===== src/rtl/mc_main_cu.sv =====
// Multicycle main control FSM for the MIPS-subset datapath: state sequencing, Moore
// datapath controls, look-ahead alu_op and retired-instruction counter. Option: ILLEGAL_OP_TRAP_EN.
module mc_main_cu #(
  parameter int COUNT_W = 16
) (
  input  logic               clk,
  input  logic               rst,
  input  logic [5:0]         opcode,
  input  logic [5:0]         func,
  input  logic               zero,
  output logic               pc_write,
  output logic               pc_write_cond,
  output logic               i_or_d,
  output logic               mem_read,
  output logic               mem_write,
  output logic               ir_write,
  output logic [1:0]         reg_dst,
  output logic [1:0]         mem_to_reg,
  output logic               reg_write,
  output logic               alu_src_a,
  output logic [1:0]         alu_src_b,
  output logic [1:0]         pc_src,
  output logic [1:0]         alu_op,
  output logic               halted,
  output logic [COUNT_W-1:0] instr_count
);

  // state      | meaning
  // IF         | fetch, PC += 4
  // ID         | decode, branch target into ALUOut
  // EX_R/WB_R  | R-type execute / write rd
  // EX_I/WB_I  | addi/slti execute / write rt
  // MEM_ADDR   | lw/sw address calculation
  // MEM_RD     | data read ; WB_LW writes MDR to rt
  // MEM_WR     | data write
  // BR         | beq compare, conditional PC load
  // JMP/JAL/JR | jump, jump-and-link, jump-register
  // HALT       | illegal-opcode trap (trap build only)
  typedef enum logic [3:0] {
    S_IF, S_ID, S_EX_R, S_WB_R, S_EX_I, S_WB_I, S_MEM_ADDR, S_MEM_RD,
    S_WB_LW, S_MEM_WR, S_BR, S_JMP, S_JAL, S_JR, S_HALT
  } state_t;

  localparam logic [5:0] OP_RTYPE = 6'b000000;
  localparam logic [5:0] OP_ADDI  = 6'b001000;
  localparam logic [5:0] OP_SLTI  = 6'b001010;
  localparam logic [5:0] OP_LW    = 6'b100011;
  localparam logic [5:0] OP_SW    = 6'b101011;
  localparam logic [5:0] OP_BEQ   = 6'b000100;
  localparam logic [5:0] OP_J     = 6'b000010;
  localparam logic [5:0] OP_JAL   = 6'b000011;
  localparam logic [5:0] FN_JR    = 6'b001000;

  state_t state, next_state;

  // zero gates pc_write_cond in the datapath; the FSM itself never branches on it.
  logic unused_zero;
  assign unused_zero = zero;

  always_ff @(posedge clk) begin
    if (rst) begin
      state       <= S_IF;
      instr_count <= '0;
    end else begin
      state <= next_state;
      if (next_state == S_IF)
        instr_count <= instr_count + {{(COUNT_W-1){1'b0}}, 1'b1};
    end
  end

  always_comb begin
    next_state    = state;
    pc_write      = 1'b0;
    pc_write_cond = 1'b0;
    i_or_d        = 1'b0;
    mem_read      = 1'b0;
    mem_write     = 1'b0;
    ir_write      = 1'b0;
    reg_dst       = 2'd0;
    mem_to_reg    = 2'd0;
    reg_write     = 1'b0;
    alu_src_a     = 1'b0;
    alu_src_b     = 2'd0;
    pc_src        = 2'd0;
    alu_op        = 2'b01;
    case (state)
      S_IF: begin
        mem_read   = 1'b1;
        ir_write   = 1'b1;
        pc_write   = 1'b1;
        alu_src_b  = 2'd1;
        next_state = S_ID;
      end
      S_ID: begin
        alu_src_b = 2'd3;
        case (opcode)
          OP_RTYPE:        next_state = (func == FN_JR) ? S_JR : S_EX_R;
          OP_ADDI, OP_SLTI: next_state = S_EX_I;
          OP_LW, OP_SW:    next_state = S_MEM_ADDR;
          OP_BEQ:          next_state = S_BR;
          OP_J:            next_state = S_JMP;
          OP_JAL:          next_state = S_JAL;
`ifdef ILLEGAL_OP_TRAP_EN
          default:         next_state = S_HALT;
`else
          default:         next_state = S_IF;
`endif
        endcase
      end
      S_EX_R: begin
        alu_src_a  = 1'b1;
        next_state = S_WB_R;
      end
      S_WB_R: begin
        reg_write  = 1'b1;
        reg_dst    = 2'd1;
        next_state = S_IF;
      end
      S_EX_I: begin
        alu_src_a  = 1'b1;
        alu_src_b  = 2'd2;
        next_state = S_WB_I;
      end
      S_WB_I: begin
        reg_write  = 1'b1;
        next_state = S_IF;
      end
      S_MEM_ADDR: begin
        alu_src_a  = 1'b1;
        alu_src_b  = 2'd2;
        next_state = (opcode == OP_LW) ? S_MEM_RD : S_MEM_WR;
      end
      S_MEM_RD: begin
        mem_read   = 1'b1;
        i_or_d     = 1'b1;
        next_state = S_WB_LW;
      end
      S_WB_LW: begin
        reg_write  = 1'b1;
        mem_to_reg = 2'd1;
        next_state = S_IF;
      end
      S_MEM_WR: begin
        mem_write  = 1'b1;
        i_or_d     = 1'b1;
        next_state = S_IF;
      end
      S_BR: begin
        alu_src_a     = 1'b1;
        pc_write_cond = 1'b1;
        pc_src        = 2'd1;
        next_state    = S_IF;
      end
      S_JMP: begin
        pc_write   = 1'b1;
        pc_src     = 2'd2;
        next_state = S_IF;
      end
      S_JAL: begin
        pc_write   = 1'b1;
        pc_src     = 2'd2;
        reg_write  = 1'b1;
        reg_dst    = 2'd2;
        mem_to_reg = 2'd2;
        next_state = S_IF;
      end
      S_JR: begin
        pc_write   = 1'b1;
        pc_src     = 2'd3;
        next_state = S_IF;
      end
`ifdef ILLEGAL_OP_TRAP_EN
      S_HALT:   next_state = S_HALT;
`endif
      default:  next_state = S_IF;
    endcase

    // Reset aborts whatever is in flight: no write side effects in the reset cycle.
    if (rst) begin
      next_state    = S_IF;
      pc_write      = 1'b0;
      pc_write_cond = 1'b0;
      mem_write     = 1'b0;
      reg_write     = 1'b0;
      ir_write      = 1'b0;
      mem_read      = 1'b0;
    end

    // ALU control registers its decode, so present the op one state early.
    case (next_state)
      S_EX_R:  alu_op = 2'b00;
      S_EX_I:  alu_op = (opcode == OP_SLTI) ? 2'b11 : 2'b01;
      S_BR:    alu_op = 2'b10;
      default: alu_op = 2'b01;
    endcase
  end

`ifdef ILLEGAL_OP_TRAP_EN
  assign halted = (state == S_HALT);
`else
  assign halted = 1'b0;
`endif

endmodule


===== config.mk =====
export PLATFORM = sky130hd
export DESIGN_NAME = mc_main_cu
export DESIGN_NICKNAME = d
export VERILOG_FILES = /design/src/rtl/mc_main_cu.sv
export SDC_FILE = /design/constraint.sdc
export NUM_CORES = 1
export LEC_CHECK = 0
export CAP_MARGIN = 25
export CELL_PAD_IN_SITES_DETAIL_PLACEMENT = 1
export CELL_PAD_IN_SITES_GLOBAL_PLACEMENT = 1
export CORE_ASPECT_RATIO = 2
export CORE_MARGIN = 2
export CORE_UTILIZATION = 29
export CTS_CLUSTER_SIZE = 25
export DETAILED_ROUTE_END_ITERATION = 16
export GPL_TIMING_DRIVEN = 0
export PLACE_DENSITY_LB_ADDON = 0.2
export RECOVER_POWER = 25
export SLEW_MARGIN = 20
export SYNTH_ARGS = -nofsm -noshare
export SYNTH_HDL_FRONTEND = slang
export SYNTH_SLANG_ARGS = --single-unit
export TNS_END_PERCENT = 30

===== constraint.sdc =====
create_clock -name clk -period 2.3 [get_ports clk]
set_clock_uncertainty 0.05 [all_clocks]
set_input_delay 0.345 -clock clk [delete_from_list [all_inputs] [get_ports clk]]
set_output_delay 0.345 -clock clk [all_outputs]
set_load 0.1 [all_outputs]

## After elaboration in Yosys (flattened, before gate mapping)

Cells that the tools add are included.
Widths: inputs -> output; s select.

- Add/subtract/negate cells: 1
- Eq/ne operators: 24
- Mux-type cells: 25
- Reductions and logical operators: 12

Operators with widths:

| cell | number |
|---|---|
| $pmux 4 s6 | 2 |
| $eq 4x4->1 const B | 7 |
| $eq 4x3->1 const B | 5 |
| $eq 6x4->1 const B | 3 |
| $pmux 2 s3 | 3 |
| $add 16x1->16 const B | 1 |
| $mux 1 | 14 |
| $eq 4x2->1 const B | 3 |
| $eq 6x2->1 const B | 2 |
| $eq 6x6->1 const B | 2 |
| $mux 4 | 3 |
| $reduce_or 2->1 | 6 |
| $reduce_or 4->1 | 3 |
| $logic_not 4->1 | 2 |
| $pmux 2 s2 | 2 |
| $eq 6x3->1 const B | 1 |
| $logic_not 6->1 | 1 |
| $eq 4x1->1 const B | 1 |
| $mux 2 | 1 |

- Flip-flop bits (word level): 20
- Bits of input ports: 15
- Output and inout port bits: 35
- Word-level logic and storage cells: 64

## Depth between registers and ports, before layout

Gate-level depths: netlist of the first run.

- Depth after elaboration: 7
- Depth in mapped cells: 10
- Depth with buffers taken out: 7

## Least setup slack after synthesis of the first run

OpenSTA, ideal clock, no wires.

- Path type: in2out
- Start: input opcode[0]
- End: output alu_op[1]
- Data arrival time: 4.644 ns
- Required time: 1.905 ns
- Setup slack: -2.739 ns
- Cell stages on the path: 6
- Path buffers: 1
- Path through: buf_2 -> or3_4 -> o32ai_1 -> a32oi_1 -> o32a_1 -> nor4_1

- Longest elaborated chain between the ends: 7
- Elaborated cells on any way between the ends: 19
- Classes of those cells: eq/ne: 10; mux: 6; reduce/logical: 3

RTL lines:

| item | RTL line | source |
|---|---|---|
| start, declared | 8 | `input logic [5:0] opcode,` |
| $eq 6x6->1, or another cell as far along | 96, 131 |  |
| $reduce_or 2->1 | 96 | `case (opcode)` |
| $pmux 4 s6 | 96 |  |
| $pmux 4 s6 | 86 | `case (state)` |
| $mux 4 | 179 | `if (rst) begin` |
| $eq 4x4->1, or another cell as far along | 190 | `case (next_state)` |
| $pmux 2 s3 * | 190 |  |
| end, declared | 23 | `output logic [1:0] alu_op,` |

Every way passes the cells marked *; elsewhere a longest branch is shown, timed or not.

## Final worst setup path of the first run

- Start: register state[1]
- End: output alu_op[1]

- Longest elaborated chain between the ends: 5
- Elaborated cells on any way between the ends: 12
- Classes of those cells: eq/ne: 8; mux: 3; reduce/logical: 1

RTL lines:

| item | RTL line | source |
|---|---|---|
| start, declared | 54 | `state_t state, next_state;` |
| start signal, assigned | 65 | `state <= next_state;` |
| $eq 4x3->1, or another cell as far along | 86 |  |
| $pmux 4 s6 * | 86 |  |
| $mux 4 * | 179 |  |
| $eq 4x4->1, or another cell as far along | 190 |  |
| $pmux 2 s3 * | 190 |  |

Marks and branches as above.

==> flow_summary.ini, run 1 <==
[sta]
final_max_slew_viol_count = 0
worstMarginPinSlew_ns = 0.967
whs_ns = 0.439
hold_violations = 0
slew_headroom_pct = 35.4
setup_violations = 20
layout_min_cycle_time_ns = 2.78
rsz0062_at_grt = true
finalCritPeriodShare_pct = 121
max_clock_freq_mhz = 360
setup_ws_ns = -0.480
setup_tns_ns = -4.55

[synthesis]
synthCells = 182
synth.net_count = 198
synth_edf_count = 0
async_flop_share_pct = 0
synth-seq-cells = 20
seq_area_frac_synth_pct = 27.4
syn_avg_cell_area_um2 = 8.04
synth_cell_types = 49
synthFlopType = dfxtp_1
synth_area_um2 = 1460
yosysWarnings = 0

[power_and_ir_drop]
swShare_pct = 36.8
power_density_nw_per_um2 = 375
p_leak_nw = 0.989
pwr-share-comb_pct = 34.5
intPower_mw = 0.573
p_total_mw = 0.907
ir_worst_vdd_v = 0.000439
p_sw_mw = 0.334
p_seq_share_pct = 40.5
p_clk_share_pct = 25.0

[status]
status = finished with violations
violations = setup timing

[setup_path]
cpMaxStageDelayCell = or4_4
endpoint_kind = output port
r2r_start = state[1]$_SDFF_PP0_
setup.worst_path.class = register to output port
r2r-end = instr_count[1]$_SDFFE_PP0N_
max_stage_delay_ns = 0.44
cp.arrival_ns = 2.38
crit_fanout = 4
r2r_slack_ns = -0.31
cp.required_ns = 1.90
critPathBufInv = 2
crit_family = simple AND/OR/NAND/NOR gates
cp-start-kind = register
worstPathCellList = nand2b_4 -> or4_4 -> a31oi_4 -> buf_6 -> a31oi_4 -> o32a_1 -> nor4_4 -> buf_6
reg2reg_depth = 12

[die]
core_um2 = 4860
io_pins = 50
dieHeight_um = 104
rows = 36
start_util_pct = 30.1
die_w_um = 54.2
dieArea_um2 = 5660

[finish]
mostFrequentLayoutCells = buf_4 (28), a21oi_1 (18), nor2_1 (17)
drive_above_1_share_pct = 40.9
num-fill-cells = 577
fin_nets = 272
num_antenna_cells = 0
layout_commonest_cell = buf_4
area_growth_pct = 65.4

[hold_path]
min_from = instr_count[15]$_SDFFE_PP0N_
holdPathEnd = instr_count[15]$_SDFFE_PP0N_
min_path_cells = 2
min_path_type = register to register

[global_routing]
grt.met2_usage_pct = 34.3
grt_pass1_vias = 1675
busiest_layer = met2
use_met1_pct = 17.7
grt_max_degree = 11
grtUsageTotal_pct = 17.2
overflow = 0
grtUsageMet3_pct = 0.862
grt_pass1_wl_um = 7670
antenna_found_initial = 0

[clock_tree]
clkSinkCount = 20
cts_root_buffer = clkbuf_8
htree_levels = 1
cts_inserted_buffers = 3
insertion_delay_ns = 0.25
path_clk_slew_ns = 0.07
cts_tree = yes
cts_hold_buffers = 0
clockBufferDepth = 2

[detailed_routing]
drt-pass1-iter-count = 5
wl_per_cell_um = 16.3
routed_via_density = 5.50
drt_iter0_drc = 26
vias = 1710
drc_errors = 0
ant_nets = 0
routed_wl_um = 5070

[placed_design]
gp_congestion = 0.774
post-place-ws_ns = -1.64
numPortBuffers = 46
hpwl_um = 3520

[job]
cap_viol_max_count = 0
[how the worst max path moves through the flow]
stage / startpoint / to / cells past startpoint
floorplan: state[2]$_SDFF_PP0_ / alu_op[1] / 6
global placement: opcode[2] / alu_op[1] / 7
finish: state[1]$_SDFF_PP0_ / alu_op[1] / 8
global route: state[1]$_SDFF_PP0_ / alu_op[1] / 7
detailed placement: opcode[2] / alu_op[1] / 7
CTS: state[1]$_SDFF_PP0_ / alu_op[1] / 7
[routing by layer]
metal  part of all wire, %  wire length (µm)
met2                    63              3180
met4                  0.79                40
met1                    34              1740
met3                   2.0               102
met5                     0                 0
[power groups by stage]
stage	sequential [mW]	combinational [mW]	clock, mW
6_report	0.367	0.313	0.227
5_1_grt	0.370	0.329	0.249
4_1_cts	0.369	0.282	0.232
3_5_place_dp	0.377	0.274	0
3_3_place_gp	0.378	0.272	0
2_1_floorplan	0.417	0.154	0
[cells in the mapped netlist (all sizes together), types with 5 or more instances]
master	n	area share [%]
nand2	15	3.8
or4	7	3.8
nor2	21	5.6
o31ai	5	2.6
o21ai	10	3.4
clkbuf	6	1.5
nand3	5	1.7
dfxtp	20	27
a21oi	22	8.0
buf	8	5.2
nand4	5	2.1
or3	11	5.6
[tightest hold or removal path, cell delays in order, from the launching register on]
cell and delay (ns):
dfxtp_1 0.32, o21ai_1 0.07, a21oi_1 0.06
[per-stage QoR]
step | std cells | utilization [%] | instance area, µm²
after global placement | 285 | 42.7 | 2080
after floorplan | 182 | - | 1550
after CTS | 300 | 45.9 | 2230
after global routing | 311 | 49.7 | 2420
after detailed placement | 285 | 42.7 | 2080
final | 311 | 49.7 | 2420
[area by class of cell]
cell class	count	area (µm²)	share of cell area, %
Multi-Input combinational cell	146	1140	47.1
Timing Repair Buffer	71	659	27.3
Sequential cell	20	415	17.2
Buffer	12	85.1	3.52
Tap cell	57	71.3	2.95
Clock buffer	3	41.3	1.71
Inverter	2	7.51	0.310
[state kept, by name, summed over array words and instances, names as in the netlist]
register	cells
state	4
instr_count	16
[cell families after synthesis]
| group | share of synthesized area (%) |
|---|---|
| flip-flops | 27.4 |
| buffers and inverters | 7.27 |
| AND/OR/NAND/NOR | 36.4 |
| multiplexers | 1.37 |
| XOR/XNOR | 1.20 |
| AO/OA/AOI/OAI | 25.3 |
| other | 0.256 |
| adder cells (fa/ha/maj) | 0.855 |
[repair_timing]
action	CTS	global route
resized for setup	121	45
pin swaps	17	18
cloned	0	2
buffers inserted	13	10
endpoints found under the hold margin	0	0
endpoints found under the setup margin	35	33
No activity file was read; power rests on OpenSTA's default activity.
==> run 2, diff against run 1 <==
--- a/config.mk
+++ b/config.mk
@@ -10,10 +10,10 @@
 export CELL_PAD_IN_SITES_GLOBAL_PLACEMENT = 1
 export CORE_ASPECT_RATIO = 2
 export CORE_MARGIN = 2
-export CORE_UTILIZATION = 29
+export CORE_UTILIZATION = 35
 export CTS_CLUSTER_SIZE = 25
 export DETAILED_ROUTE_END_ITERATION = 16
-export GPL_TIMING_DRIVEN = 0
+export DONT_BUFFER_PORTS = 1
 export PLACE_DENSITY_LB_ADDON = 0.2
 export RECOVER_POWER = 25
 export SLEW_MARGIN = 20
==> flow_summary.ini, run 2 (same netlist as run 1, synthesis figures left out) <==
[finish]
drive_above_1_share_pct = 40.9
layout_commonest_cell = buf_4
design_area_um2 = 2190
mostFrequentLayoutCells = buf_4 (27), a21oi_1 (18), nor2_1 (17), dfxtp_1 (17), nand2_1 (15)
largest_reg_flops = 16
stdcell_count = 277
top_regs = instr_count x16, state x4
num_antenna_cells = 0
regMostFlops = instr_count
fin_nets = 242
area_growth_pct = 50.0

[setup_path]
endpoint_kind = output port
cp-start-kind = register
crit_fanout = 4
reg2reg_depth = 4
critPathBufInv = 1
r2r_slack_ns = 0.01
crit_family = simple AND/OR/NAND/NOR gates
worstPathCellList = or4_4 -> a31oi_4 -> a32oi_1 -> o32a_1 -> nor4_4 -> buf_12
cpMaxStageDelayCell = or4_4
max_stage_delay_ns = 0.57
cp.arrival_ns = 2.27
r2r-end = instr_count[5]$_SDFFE_PP0N_
setup.worst_path.class = register to output port
cp.required_ns = 1.90
r2r_start = instr_count[4]$_SDFFE_PP0N_

[clock_tree]
clockBufferDepth = 2
cts_inserted_buffers = 3
cts_tree = yes
path_clk_slew_ns = 0.07
cts_hold_buffers = 0
cts_root_buffer = clkbuf_8
clkSinkCount = 20
insertion_delay_ns = 0.26
htree_levels = 1

[sta]
max_clock_freq_mhz = 375
setup_violations = 2
rsz0062_at_grt = true
finalCritPeriodShare_pct = 116
worstMarginPinSlew_ns = 1.28
setup_ws_ns = -0.365
hold_violations = 0
slew_headroom_pct = 14.4
whs_ns = 0.0981
layout_min_cycle_time_ns = 2.67
final_max_slew_viol_count = 0

[die]
dieArea_um2 = 4740
rows = 33
dieHeight_um = 95.4
core_um2 = 4050
die_w_um = 49.7
io_pins = 50
start_util_pct = 36.1

[detailed_routing]
wl_per_cell_um = 17.7
routed_via_density = 5.80
top_layer = met4
routed_wl_um = 4910
drt-pass1-iter-count = 4
wl_met1_um = 1580
wl_met2_um = 3070
dr_wl_met3_um = 161
vias = 1607
ant_nets = 0
drt_iter0_drc = 14
drc_errors = 0

[power_and_ir_drop]
ir_worst_vdd_v = 0.000325
power_density_nw_per_um2 = 449
p_leak_nw = 0.765

[global_routing]
overflow = 0
grt_pass1_wl_um = 7820
grt_pass1_vias = 1689
grtUsageTotal_pct = 21.2
antenna_found_initial = 0
grt_max_degree = 31

[placed_design]
hpwl_um = 3810
numPortBuffers = 0
dp_cells = 271
dpl_cell_area_um2 = 2090
post-place-ws_ns = -0.165
gp_congestion = 0.826

[status]
status = finished with violations
violations = setup timing

[hold_path]
min_path_cells = 1
min_path_type = input port to register
holdPathEnd = instr_count[8]$_SDFFE_PP0N_
min_from = rst

[job]
cap_viol_max_count = 0
[run 2: changes by cell type in the layout (fill, tap and decap cells not counted), moves of 4 or more]
cell / previous run / this run
clkdlybuf4s50_1: 11 / 0
buf_12: 2 / 14
clkbuf_1: 2 / 6
clkdlybuf4s15_2: 5 / 0
buf_2: 9 / 0
dlygate4sd2_1: 5 / 0
dfxtp_4: 4 / 0
buf_6: 5 / 0
dlymetal6s2s_1: 7 / 0
[run 2: metal layers]
layer / vias up / GRT usage [%]
li1: 758 / -
met1: 800 / 18.7
met2: 40 / 45.1
met3: 9 / 2.66
met4: 0 / 8.80
met5: - / 0
[run 2: worst reg2reg max path: cells and delay by family (launching register included)]
family | cells | cell delay (ns)
buf+inv | 1 | 0.94
simple gates | 2 | 0.75
flops | 1 | 0.33
compound gates | 1 | 0.16
[run 2: worst max path at each step]
stage / endpoint / slack, ns / depth (start not counted) / startpoint
finish: alu_op[1] / -0.37 / 6 / state[2]$_SDFF_PP0_
global route: alu_op[1] / -0.44 / 7 / state[1]$_SDFF_PP0_
CTS: alu_op[1] / -0.39 / 7 / state[1]$_SDFF_PP0_
detailed placement: alu_op[1] / -0.17 / 6 / opcode[0]
global placement: alu_op[1] / -0.11 / 6 / opcode[0]
floorplan: alu_op[1] / -0.81 / 6 / state[2]$_SDFF_PP0_
[run 2: repair_timing]
item                                    in CTS  in global routing
buffers inserted                             0                  2
gates resized for setup                      1                 11
gates cloned                                 0                  0
pin swaps                                    2                  1
endpoints found under the setup margin       2                 15
hold endpoints to repair                     0                  0
[run 2: layout make-up]
| cell class | count | area, µm² |
|---|---|---|
| Sequential cell | 20 | 404 |
| Clock buffer | 3 | 41.3 |
| Multi-Input combinational cell | 146 | 1100 |
| Timing Repair Buffer | 53 | 546 |
| Clock inverter | 1 | 30.0 |
| Fill cell | 505 | 1850 |
| Inverter | 2 | 7.51 |
| Tap cell | 52 | 65.1 |
[run 2: stage by stage]
step / power [mW] / util, % / setup TNS [ns]
after floorplan: 0.571 / - / -6.40
after global placement: 0.625 / 51.7 / -0.218
after detailed placement: 0.632 / 51.7 / -0.628
after CTS: 0.983 / 53.6 / -0.762
after global routing: 1.02 / 54.2 / -1.30
final: 0.984 / 54.2 / -0.717
[run 2: power breakdown]
group	internal (mW)	total [mW]	switching [mW]
logic	0.0828	0.266	0.183
clock network	0.232	0.354	0.122
registers	0.354	0.364	0.0101
total	0.669	0.984	0.315
==> run 3, diff against run 2 <==
--- a/config.mk
+++ b/config.mk
@@ -9,11 +9,11 @@
 export CELL_PAD_IN_SITES_DETAIL_PLACEMENT = 1
 export CELL_PAD_IN_SITES_GLOBAL_PLACEMENT = 1
 export CORE_ASPECT_RATIO = 2
-export CORE_MARGIN = 2
 export CORE_UTILIZATION = 35
 export CTS_CLUSTER_SIZE = 25
 export DETAILED_ROUTE_END_ITERATION = 16
 export DONT_BUFFER_PORTS = 1
+export MAX_ROUTING_LAYER = met4
 export PLACE_DENSITY_LB_ADDON = 0.2
 export RECOVER_POWER = 25
 export SLEW_MARGIN = 20
==> flow_summary.ini, run 3 (same netlist as run 1, synthesis figures left out) <==
[power_and_ir_drop]
ir_worst_vdd_v = 0.000298
p_total_mw = 0.983
p_leak_nw = 0.764
power_density_nw_per_um2 = 454

[global_routing]
overflow = 0
grtUsageTotal_pct = 24.0
antenna_found_initial = 0
grt_pass1_vias = 1674
grt_max_degree = 31
grt_pass1_wl_um = 7620

[finish]
area_growth_pct = 48.1
num-fill-cells = 482
drive_above_1_share_pct = 40.4
regMostFlops = instr_count
mostFrequentLayoutCells = buf_4 (27), a21oi_1 (18), dfxtp_1 (18)
largest_reg_flops = 16
top_regs = instr_count x16, state x4
fin_nets = 240
layout_commonest_cell = buf_4
num_antenna_cells = 0

[sta]
worstMarginPinSlew_ns = 1.30
layout_min_cycle_time_ns = 2.68
setup_violations = 2
slew_headroom_pct = 13.4
hold_violations = 0
setup_tns_ns = -0.749
rsz0062_at_grt = true
max_clock_freq_mhz = 373
finalCritPeriodShare_pct = 117
setup_ws_ns = -0.384
final_max_slew_viol_count = 0

[clock_tree]
htree_levels = 1
cts_tree = yes
clockBufferDepth = 2
path_clk_slew_ns = 0.08
insertion_delay_ns = 0.26
clkSinkCount = 20
cts_inserted_buffers = 3
postCtsSetupRepairBufs = 0
cts_root_buffer = clkbuf_8

[detailed_routing]
top_layer = met4
wl_met1_um = 1450
wl_met2_um = 3030
drt_iter0_drc = 16
drc_errors = 0
ant_nets = 0
dr_wl_met3_um = 184
wl_per_cell_um = 17.5
vias = 1556
routed_via_density = 5.68
drt-pass1-iter-count = 4
routed_wl_um = 4810

[setup_path]
cp.required_ns = 1.90
crit_fanout = 4
cp.arrival_ns = 2.29
endpoint_kind = output port
setup.worst_path.class = register to output port
r2r_slack_ns = 0.02
cp-start-kind = register

[hold_path]
min_path_type = input port to register

[die]
io_pins = 50
dieArea_um2 = 4460
start_util_pct = 37.3
dieHeight_um = 93.4
core_um2 = 3920
die_w_um = 47.7
rows = 32

[placed_design]
hpwl_um = 3870
numPortBuffers = 0
gp_congestion = 0.832

[job]
cap_viol_max_count = 0

[status]
status = finished with violations
violations = setup timing
run 3: changes by cell type in the layout (fill, tap and decap cells not counted):
cell	before	now
buf_8	1	0
dfxtp_2	3	2
dfxtp_1	17	18
xor2_1	1	2
xor2_2	1	0
clkbuf_2	5	6
clkbuf_1	6	4
run 3: metrics by stage:
step           cell area, µm²  util, %  hold WS [ns]  instances  setup slack, ns
4_1_cts                  2190     55.9        0.0910        274           -0.446
3_5_place_dp             2100     53.6         0.371        270           -0.190
6_report                 2170     55.2        0.0960        274           -0.384
2_1_floorplan            1550        -         0.501        182           -0.807
5_1_grt                  2170     55.2        0.0875        274           -0.457
3_3_place_gp             2100     53.6         0.369        270           -0.110
run 3: area by class of cell:
type / count / area, µm² / area share (%)
Timing Repair Buffer: 51 / 528 / 24.4
Clock buffer: 3 / 41.3 / 1.91
Tap cell: 51 / 63.8 / 2.95
Inverter: 2 / 7.51 / 0.347
Multi-Input combinational cell: 146 / 1090 / 50.4
Sequential cell: 20 / 403 / 18.6
Clock inverter: 1 / 30.0 / 1.39
run 3: timing repair:
action	CTS	global route
gates cloned	0	0
gates resized for setup	4	1
hold buffers	0	0
hold endpoints to repair	0	0
pin swaps	2	1
setup endpoints to repair	3	12
run 3: report_power, final:
part / switching [mW] / internal (mW) / leakage [nW] / total (mW)
sequential: 0.00920 / 0.354 / 0.163 / 0.363
combinational: 0.182 / 0.0834 / 0.566 / 0.266
clock: 0.122 / 0.232 / 0.0357 / 0.354
total: 0.313 / 0.670 / 0.764 / 0.983
run 3: worst paths after layout:
path / start / depth (start not counted) / endpoint
worst max-delay path: state[1]$_SDFF_PP0_ / 6 / alu_op[0]
worst min-delay path: rst / 1 / instr_count[3]$_SDFFE_PP0N_
worst max register to register: state[1]$_SDFF_PP0_ / 10 / instr_count[1]$_SDFFE_PP0N_
worst min register to register: instr_count[12]$_SDFFE_PP0N_ / 2 / instr_count[12]$_SDFFE_PP0N_
run 3: critical path, cell delays in order (launching register included):
cell,delay [ns]
dfxtp_2,0.33
nand2b_4,0.13
or4_4,0.45
a31oi_4,0.21
a32oi_1,0.13
or4_4,0.59
buf_12,0.19
run 3: per-layer routing:
| metal | vias to the layer above | GRT usage (%) |
|---|---|---|
| met5 | - | - |
| met4 | 0 | 9.49 |
| met3 | 14 | 3.09 |
| met2 | 42 | 47.1 |
| met1 | 743 | 19.8 |
| li1 | 757 | - |
